**config.mk**
```make
export PLATFORM = sky130hd
export DESIGN_NAME = wide_add_sequencer
export DESIGN_NICKNAME = d
export VERILOG_FILES = /design/src/rtl/wide_add_sequencer.sv
export SDC_FILE = /design/constraint.sdc
export NUM_CORES = 1
export LEC_CHECK = 0
export CAP_MARGIN = 20
export CELL_PAD_IN_SITES_DETAIL_PLACEMENT = 1
export CELL_PAD_IN_SITES_GLOBAL_PLACEMENT = 1
export CORE_UTILIZATION = 41
export CTS_CLUSTER_SIZE = 24
export DETAILED_ROUTE_END_ITERATION = 10
export PLACE_DENSITY_LB_ADDON = 0.1
export SYNTH_ARGS = -nofsm -noshare
export SYNTH_HDL_FRONTEND = slang
export SYNTH_SLANG_ARGS = --single-unit
export TNS_END_PERCENT = 5
```
**constraint.sdc**
```tcl
create_clock -name clk -period 3.9 [get_ports clk]
set_clock_uncertainty 0.15 [all_clocks]
set_input_delay 0.39 -clock clk [delete_from_list [all_inputs] [get_ports clk]]
set_output_delay 0.39 -clock clk [all_outputs]
set_load 0.02 [all_outputs]
```
**src/rtl/wide_add_sequencer.sv**
```systemverilog
// wide_add_sequencer: adds two WORDS*6-bit operands by time-sharing one
// 6-bit prefix adder, one slice per clock, least-significant slice first.
// Optional feature macro: WIDE_ADD_SUB_EN adds a 'sub' input that turns the
// operation into A-B (b inverted, carry-in forced to 1).

// 6-bit Kogge-Stone adder; carry-in folded into bit 0 generate.
module prefix_adder (
    input  logic [5:0] i_x,
    input  logic [5:0] i_y,
    input  logic       i_c,
    output logic [5:0] o_s,
    output logic       o_c
);
    // w_g[k][i]: group generate over bits [i-2^k+1 .. i] (plus carry-in once the span reaches bit 0)
    logic [3:0][5:0] w_g;
    logic [2:0][5:0] w_p;

    assign w_p[0] = i_x ^ i_y;
    assign w_g[0] = (i_x & i_y) | {5'b0, w_p[0][0] & i_c};

    for (genvar k = 0; k < 3; k++) begin : g_lvl
        localparam int D = 1 << k;
        for (genvar i = 0; i < 6; i++) begin : g_bit
            if (i >= D) begin : g_comb
                assign w_g[k+1][i] = w_g[k][i] | (w_p[k][i] & w_g[k][i-D]);
            end else begin : g_pass
                assign w_g[k+1][i] = w_g[k][i];
            end
            // The final level needs only generates, so propagates stop at level 2.
            if (k < 2) begin : g_prop
                if (i >= D) begin : g_pc
                    assign w_p[k+1][i] = w_p[k][i] & w_p[k][i-D];
                end else begin : g_pp
                    assign w_p[k+1][i] = w_p[k][i];
                end
            end
        end
    end

    assign o_s = w_p[0] ^ {w_g[3][4:0], i_c};
    assign o_c = w_g[3][5];
endmodule

module wide_add_sequencer #(
    parameter int WORDS = 4
) (
    input  logic               clk,
    input  logic               rst_n,
    input  logic               in_valid,
    output logic               in_ready,
    input  logic [6*WORDS-1:0] a,
    input  logic [6*WORDS-1:0] b,
    input  logic               c_in,
`ifdef WIDE_ADD_SUB_EN
    input  logic               sub,
`endif
    output logic               out_valid,
    input  logic               out_ready,
    output logic [6*WORDS-1:0] sum,
    output logic               c_out,
    output logic               busy
);
    localparam int W    = 6 * WORDS;
    localparam int IDXW = (WORDS > 1) ? $clog2(WORDS) : 1;
    localparam logic [IDXW-1:0] LAST = IDXW'(WORDS - 1);

    typedef enum logic [1:0] {S_IDLE, S_RUN, S_DONE} state_t;

    state_t          r_state;
    logic [W-1:0]    r_a, r_b, r_sum;
    logic            r_carry, r_cout;
    logic [IDXW-1:0] r_idx;
    logic            r_in_ready, r_out_valid, r_busy;

    logic [W-1:0]    w_b_in;
    logic            w_c_in;
    logic [5:0]      w_x, w_y, w_s;
    logic            w_co;

`ifdef WIDE_ADD_SUB_EN
    // Subtract as A + ~B + 1; c_in is not used in that mode.
    assign w_b_in = sub ? ~b : b;
    assign w_c_in = sub ? 1'b1 : c_in;
`else
    assign w_b_in = b;
    assign w_c_in = c_in;
`endif

    assign w_x = r_a[6*r_idx +: 6];
    assign w_y = r_b[6*r_idx +: 6];

    prefix_adder u_add (
        .i_x (w_x),
        .i_y (w_y),
        .i_c (r_carry),
        .o_s (w_s),
        .o_c (w_co)
    );

    // Control FSM with datapath registers; handshake outputs are registered alongside state.
    always_ff @(posedge clk or negedge rst_n) begin
        if (!rst_n) begin
            r_state     <= S_IDLE;
            r_a         <= '0;
            r_b         <= '0;
            r_sum       <= '0;
            r_carry     <= 1'b0;
            r_cout      <= 1'b0;
            r_idx       <= '0;
            r_in_ready  <= 1'b1;
            r_out_valid <= 1'b0;
            r_busy      <= 1'b0;
        end else begin
            case (r_state)
                S_IDLE: begin
                    if (in_valid && r_in_ready) begin
                        r_a        <= a;
                        r_b        <= w_b_in;
                        r_carry    <= w_c_in;
                        r_idx      <= '0;
                        r_state    <= S_RUN;
                        r_in_ready <= 1'b0;
                        r_busy     <= 1'b1;
                    end
                end
                S_RUN: begin
                    r_sum[6*r_idx +: 6] <= w_s;
                    r_carry             <= w_co;
                    if (r_idx == LAST) begin
                        r_cout      <= w_co;
                        r_state     <= S_DONE;
                        r_out_valid <= 1'b1;
                    end else begin
                        r_idx <= r_idx + 1'b1;
                    end
                end
                S_DONE: begin
                    if (out_ready) begin
                        r_state     <= S_IDLE;
                        r_out_valid <= 1'b0;
                        r_busy      <= 1'b0;
                        r_in_ready  <= 1'b1;
                    end
                end
                default: begin
                    r_state     <= S_IDLE;
                    r_out_valid <= 1'b0;
                    r_busy      <= 1'b0;
                    r_in_ready  <= 1'b1;
                end
            endcase
        end
    end

    assign in_ready  = r_in_ready;
    assign out_valid = r_out_valid;
    assign busy      = r_busy;
    assign sum       = r_sum;
    assign c_out     = r_cout;
endmodule

```
**Yosys cells after proc, flatten, opt, wreduce, memory -nomap -nowiden**

Index checks and enable logic that the tools add are counted.

- Add/sub/neg operators: 2
- Reductions and logical operators: 10
- Equal/unequal tests: 7
- Bitwise operators: 35
- Shifts and indexed selects: 4
- $mul: 1
- Mux-type cells: 18

Operators by type and width:

| operator | number |
|---|---|
| indexed part select 24 x 6 -> 6 bit | 2 |
| negator 5 -> 34 bit | 1 |
| variable shift 6 x 34 -> 24 bit (first input constant) | 1 |
| indexed part select 6 x 34 -> 24 bit | 1 |
| bitwise mux 24 bit | 1 |
| AND 1 bit | 18 |
| AND reduction 3 bit | 4 |
| bitwise XOR 6 bit | 2 |
| OR 1 bit | 11 |
| two-way mux 2 bit | 5 |
| one-hot mux 1 bit (3 select lines) | 3 |
| != test 2 bit (second input constant) | 4 |
| AND 6 bit | 1 |
| two-way mux 1 bit | 6 |
| OR 6 x 1 -> 6 bit | 1 |
| one-hot mux 2 bit (3 select lines) | 1 |
| AND reduction 2 bit | 3 |
| equality test 2 bit (second input constant) | 2 |
| multiplier 2 x 2 -> 4 bit (first input constant) | 1 |
| one-hot mux 2 bit (2 select lines) | 1 |
| adder 2 x 1 -> 2 bit (second input constant) | 1 |
| equality test 2 x 1 -> 1 bit (second input constant) | 1 |
| logical NOT 2 bit | 1 |
| NOT 1 bit | 2 |
| 3 further kinds | 3 |

- Input bits: 53
- Bits in registers: 81
- Word-level logic and storage cells: 87
- Output and inout bits: 28

**Longest topological paths before layout**

- Depth after elaboration: 13
- Depth in mapped cells: 10

**Modules after synthesis**

Synthesis repeated with hierarchy kept, for this count alone.

- Cells, all modules: 282
- Area, all modules: 3,961.3 um^2

Modules (own cells, without submodules):

| module | instances | cells each | seq. area each (um^2) | area an instance (um^2) |
|---|---|---|---|---|
| wide_add_sequencer | 1 | 254 | 2,028.2 | 3,711.1 |
| prefix_adder | 1 | 28 | 0.0 | 250.2 |

**Worst setup path before layout**

Ideal clock, no wire load.

- Path kind: register to register
- Start: register r_idx[0]
- End: register r_sum[8] (netlist: sum[8])
- Buffers on the path: 2
- Data arrival time: 3,161 ps
- Cell stages (with the launch flop): 11
- Required time: 3,628 ps
- Library setup time: 122 ps
- Slack: 467 ps
- Path through: dfrtp_1 buf_4 buf_2 mux4_2 fa_1 fa_1 a21o_1 a21oi_2 xnor2_1 or2_2 a32o_1

- Cells in the longest elaborated chain, start to end: 12
- Elaborated cells between the ends (all ways): 32
- Classes of those cells: add/sub: 1; mul: 1; shift: 4; mux: 1; bitwise: 25

RTL lines:

| element | line | source |
|---|---|---|
| start, declared | 72 | `logic [IDXW-1:0] r_idx;` |
| start signal, assigned | 134 | `r_idx <= r_idx + 1'b1;` |
| multiplier 2 x 2 -> 4 bit (*) | 89, 90, 127 |  |
| indexed part select 24 x 6 -> 6 bit (on tied branches) | 89, 90 |  |
| bitwise XOR 6 bit / AND 6 bit (equally long branches) | 18, 19 |  |
| AND 1 bit / OR 6 x 1 -> 6 bit (equally long branches) | 19 | `assign w_g[0] = (i_x & i_y) \| {5'b0, w_p[0][0] & i_c};` |
| OR 6 x 1 -> 6 bit / AND 1 bit (equally long branches) | 19, 25 |  |
| AND 1 bit / OR 1 bit (equally long branches) | 25 | `assign w_g[k+1][i] = w_g[k][i] \| (w_p[k][i] & w_g[k][i-D]);` |
| OR 1 bit / AND 1 bit (equally long branches) | 25 |  |
| AND 1 bit / OR 1 bit (equally long branches) | 25 |  |
| OR 1 bit | 25 |  |
| bitwise XOR 6 bit | 40 | `assign o_s = w_p[0] ^ {w_g[3][4:0], i_c};` |
| indexed part select 6 x 34 -> 24 bit | 127 | `r_sum[6*r_idx +: 6] <= w_s;` |
| bitwise mux 24 bit (*) | 127 |  |
| end signal, assigned by index | 127 |  |
| end, declared | 70 | `logic [W-1:0] r_a, r_b, r_sum;` |

Every way passes the cells marked *; elsewhere a longest branch is shown, timed or not.
A chain may end at the register's enable or synchronous reset.

**Final worst setup path**

- Start: register r_idx[1]
- End: register r_sum[14] (netlist: sum[14])

The elaborated chain is that of the path after synthesis.

==> qor.csv <==
metric,value,unit
status,"complete, but fails checks",
failed_checks,design-rule violations,
track_usage,19.8,%
die-area,0.00964,mm^2
synth.net_count,352,
max_freq,311,MHz
ios,81,
crit_type,flip-flop to flip-flop,
drive_gt1_share,24.7,%
powerDensity,838,mW/mm^2
fin_area,0.00494,mm^2
clock-sinks,81,
root_buffer,clkbuf_8,
hp-class,flip-flop to flip-flop,
slew_headroom,58.0,%
endpoint_kind,flip-flop,
start_kind,flip-flop,
diodes,0,
initial_core_util,42.8,%
synth.cell_area,0.00379,mm^2
post_drt_wl_per_cell,17.9,um
grt_pass1_wl,14.6,mm
htreeDepth,3,
worst_path_max_delay_cell,dfrtp_1,
postSynthAreaPerCell,13.3,um^2
dp_hpwl,6.36,mm
path_max_fanout,10,
yosysUniqueCellTypes,48,
ctsResizeCount,0,
post_dp_cell_area,0.00472,mm^2
synth_top_cell_by_area,dfrtp_1,
rows,34,
cts_max_path_buffers,2,
core,0.00885,mm^2
via_per_inst,5.39,
io_buffers,80,
grt_pass1_vias,2796,
yosysTopAreaCellShare,52.8,%
cpMostUsedCell,fa_1,
postRouteAntennaNets,0,
synthArstFlopShare,100,%
grt-ovfl-total,0,
antenna_found_initial,0,
worstPathCellList,mux4_2 > fa_1 > fa_1 > a21o_1 > a21oi_2 > xnor2_1 > a221oi_1 > o21ai_0,
postSynthCellCount,286,
synth_area_leaders,"dfrtp_1 (53%), mux2_2 (15%), mux4_2 (7.1%), ha_1 (3.6%), nand2_1 (2.4%)",
power,4140,uW
cts_made_buffers,9,
cpPeakStageDelay,0.61,ns
ys_ff_latch,81,
worstMarginPinSlew,0.630,ns
area_delta_synth_final,30.2,%
ir_drop,409,uV
maxSlewViolCount,0,
dp_slack,0.714,ns
final.setup.worst_slack,0.681,ns
period_share,82.5,%
hold_viol,0,
worstPathArrival,3.30,ns
cap_violations,0,
regArea,0.00203,mm^2
die_w,98.2,um
ys_seq_area_share,53.5,%
multi_input_area,0.00168,mm^2
fillers,917,
postRouteWirelength,8.68,mm
die_h,98.2,um
final_net_count,438,
synthFlopType,dfrtp_1,
cp.required,3.99,ns
p_leak,0.00214,uW
fin_crit,3.22,ns
whs,0.336,ns
cts_tree,yes,
post_cts_buffers,0,
place_congestion,0.793,
clk_pin_slew,0.09,ns
vias,2615,
clock_latency,0.36,ns
drt_iter0_drc,83,
dr.pass1.iters,9,
setup_viol,0,
setup-tns-final,0,ns
rsz0062_at_grt,no,
synth_edf_count,0,
drc,2,
yosysWarnings,0,
grt_max_degree,82,
-- through the flow --
stage               std cells  util, %
floorplan                 286        -
global placement          467     53.3
detailed placement        467     53.3
CTS                       483     55.5
global route              485     55.8
finish                    485     55.8
-- where the power goes --
group / switching (uW) / internal, uW
Sequential: 213 / 1170
Combinational: 1140 / 1030
Clock: 321 / 268
Total: 1680 / 2460
-- worst max-delay path: cells and delay by family (launching register included) --
| kind | cells | cell delay, ns |
|---|---|---|
| adder cells (fa/ha/maj) | 2 | 0.86 |
| multiplexers | 1 | 0.39 |
| AO/OA/AOI/OAI | 4 | 0.91 |
| XOR/XNOR | 1 | 0.15 |
| flip-flops | 1 | 0.61 |
-- cells in the final DEF (no fill, tap or decap), types with 2 or more instances in the layout --
master,netlist,final
buf_4,1,7
a21o_1,3,3
fa_1,2,2
mux4_2,12,12
o211ai_1,2,2
or3_1,3,3
a21oi_1,6,6
nor3_1,3,3
clkinvlp_4,0,3
clkbuf_8,0,11
inv_1,7,7
nor2_1,9,9
o41ai_1,2,2
o21ai_0,17,17
mux2_2,49,49
clkinv_4,0,2
dfrtp_1,80,80
nor2b_1,2,2
nand2_1,24,24
ha_1,11,11
a22o_1,8,8
a22oi_1,4,4
xnor2_1,3,3
nand3_1,2,2
clkdlybuf4s50_1,0,79
nand2_2,2,2
-- metal layers --
metal	GRT usage, %	wire (um)	vias up
met5	0	0	-
met4	8.27	153	0
met3	3.01	305	12
met2	33.9	4530	65
met1	25.2	3700	1325
li1	-	-	1213
-- final timing paths --
kind                                      start  slack [ns]  depth (start not counted)                  end
setup / recovery           r_idx[1]$_DFFE_PN0P_        0.68                          8  sum[14]$_DFFE_PN0P_
hold / removal              sum[15]$_DFFE_PN0P_        0.34                          2  sum[15]$_DFFE_PN0P_
setup reg to reg           r_idx[1]$_DFFE_PN0P_        0.68                          8  sum[14]$_DFFE_PN0P_
hold reg to reg             sum[15]$_DFFE_PN0P_        0.34                          2  sum[15]$_DFFE_PN0P_
max in group asynchronous                 rst_n        2.61                          3  r_a[20]$_DFFE_PN0P_
min in group asynchronous                 rst_n        0.38                          2     busy$_DFFE_PN0P_
-- kinds of logic (layout without fill, tap and decap cells) --
family                     Yosys count  in the layout  synth area share [%]
xor gates and xnor gates             4              4                 0.924
adders and majority gates           13             13                  4.69
muxes                               61             61                  21.7
buffers and inverters               20            111                  2.51
AOI/OAI and AO/OA                   52             52                  9.21
DFF                                 81             81                  53.5
and+or+nand+nor                     55             55                  7.49
-- cells in the mapped netlist, drive strengths merged, types with 4 or more instances --
| master | number |
|---|---|
| a21oi | 7 |
| a22o | 8 |
| a22oi | 4 |
| buf | 10 |
| dfrtp | 80 |
| ha | 11 |
| inv | 7 |
| mux2 | 49 |
| mux4 | 12 |
| nand2 | 27 |
| nor2 | 9 |
| o21ai | 18 |
-- state kept, by name, summed over array words and instances, names as in the netlist --
register,cells
r_b,24
busy,1
sum,24
in_ready,1
c_out,1
out_valid,1
r_carry,1
r_state,2
r_idx,2
r_a,24
-- repair_timing --
item | CTS | global route
hold endpoints to repair | 0 | 38
setup endpoints to repair | 0 | 0
hold buffers | 0 | 1
-- final cells by class --
type | instances | area share [%]
clock buffers | 11 | 3.07
clock inverters | 5 | 0.811
inverters | 7 | 0.532
multi-input cells | 185 | 34.1
flip-flops and latches | 81 | 41.1
well taps | 108 | 2.74
repair buffers | 88 | 17.7
Power figures use the tool's default switching activity.
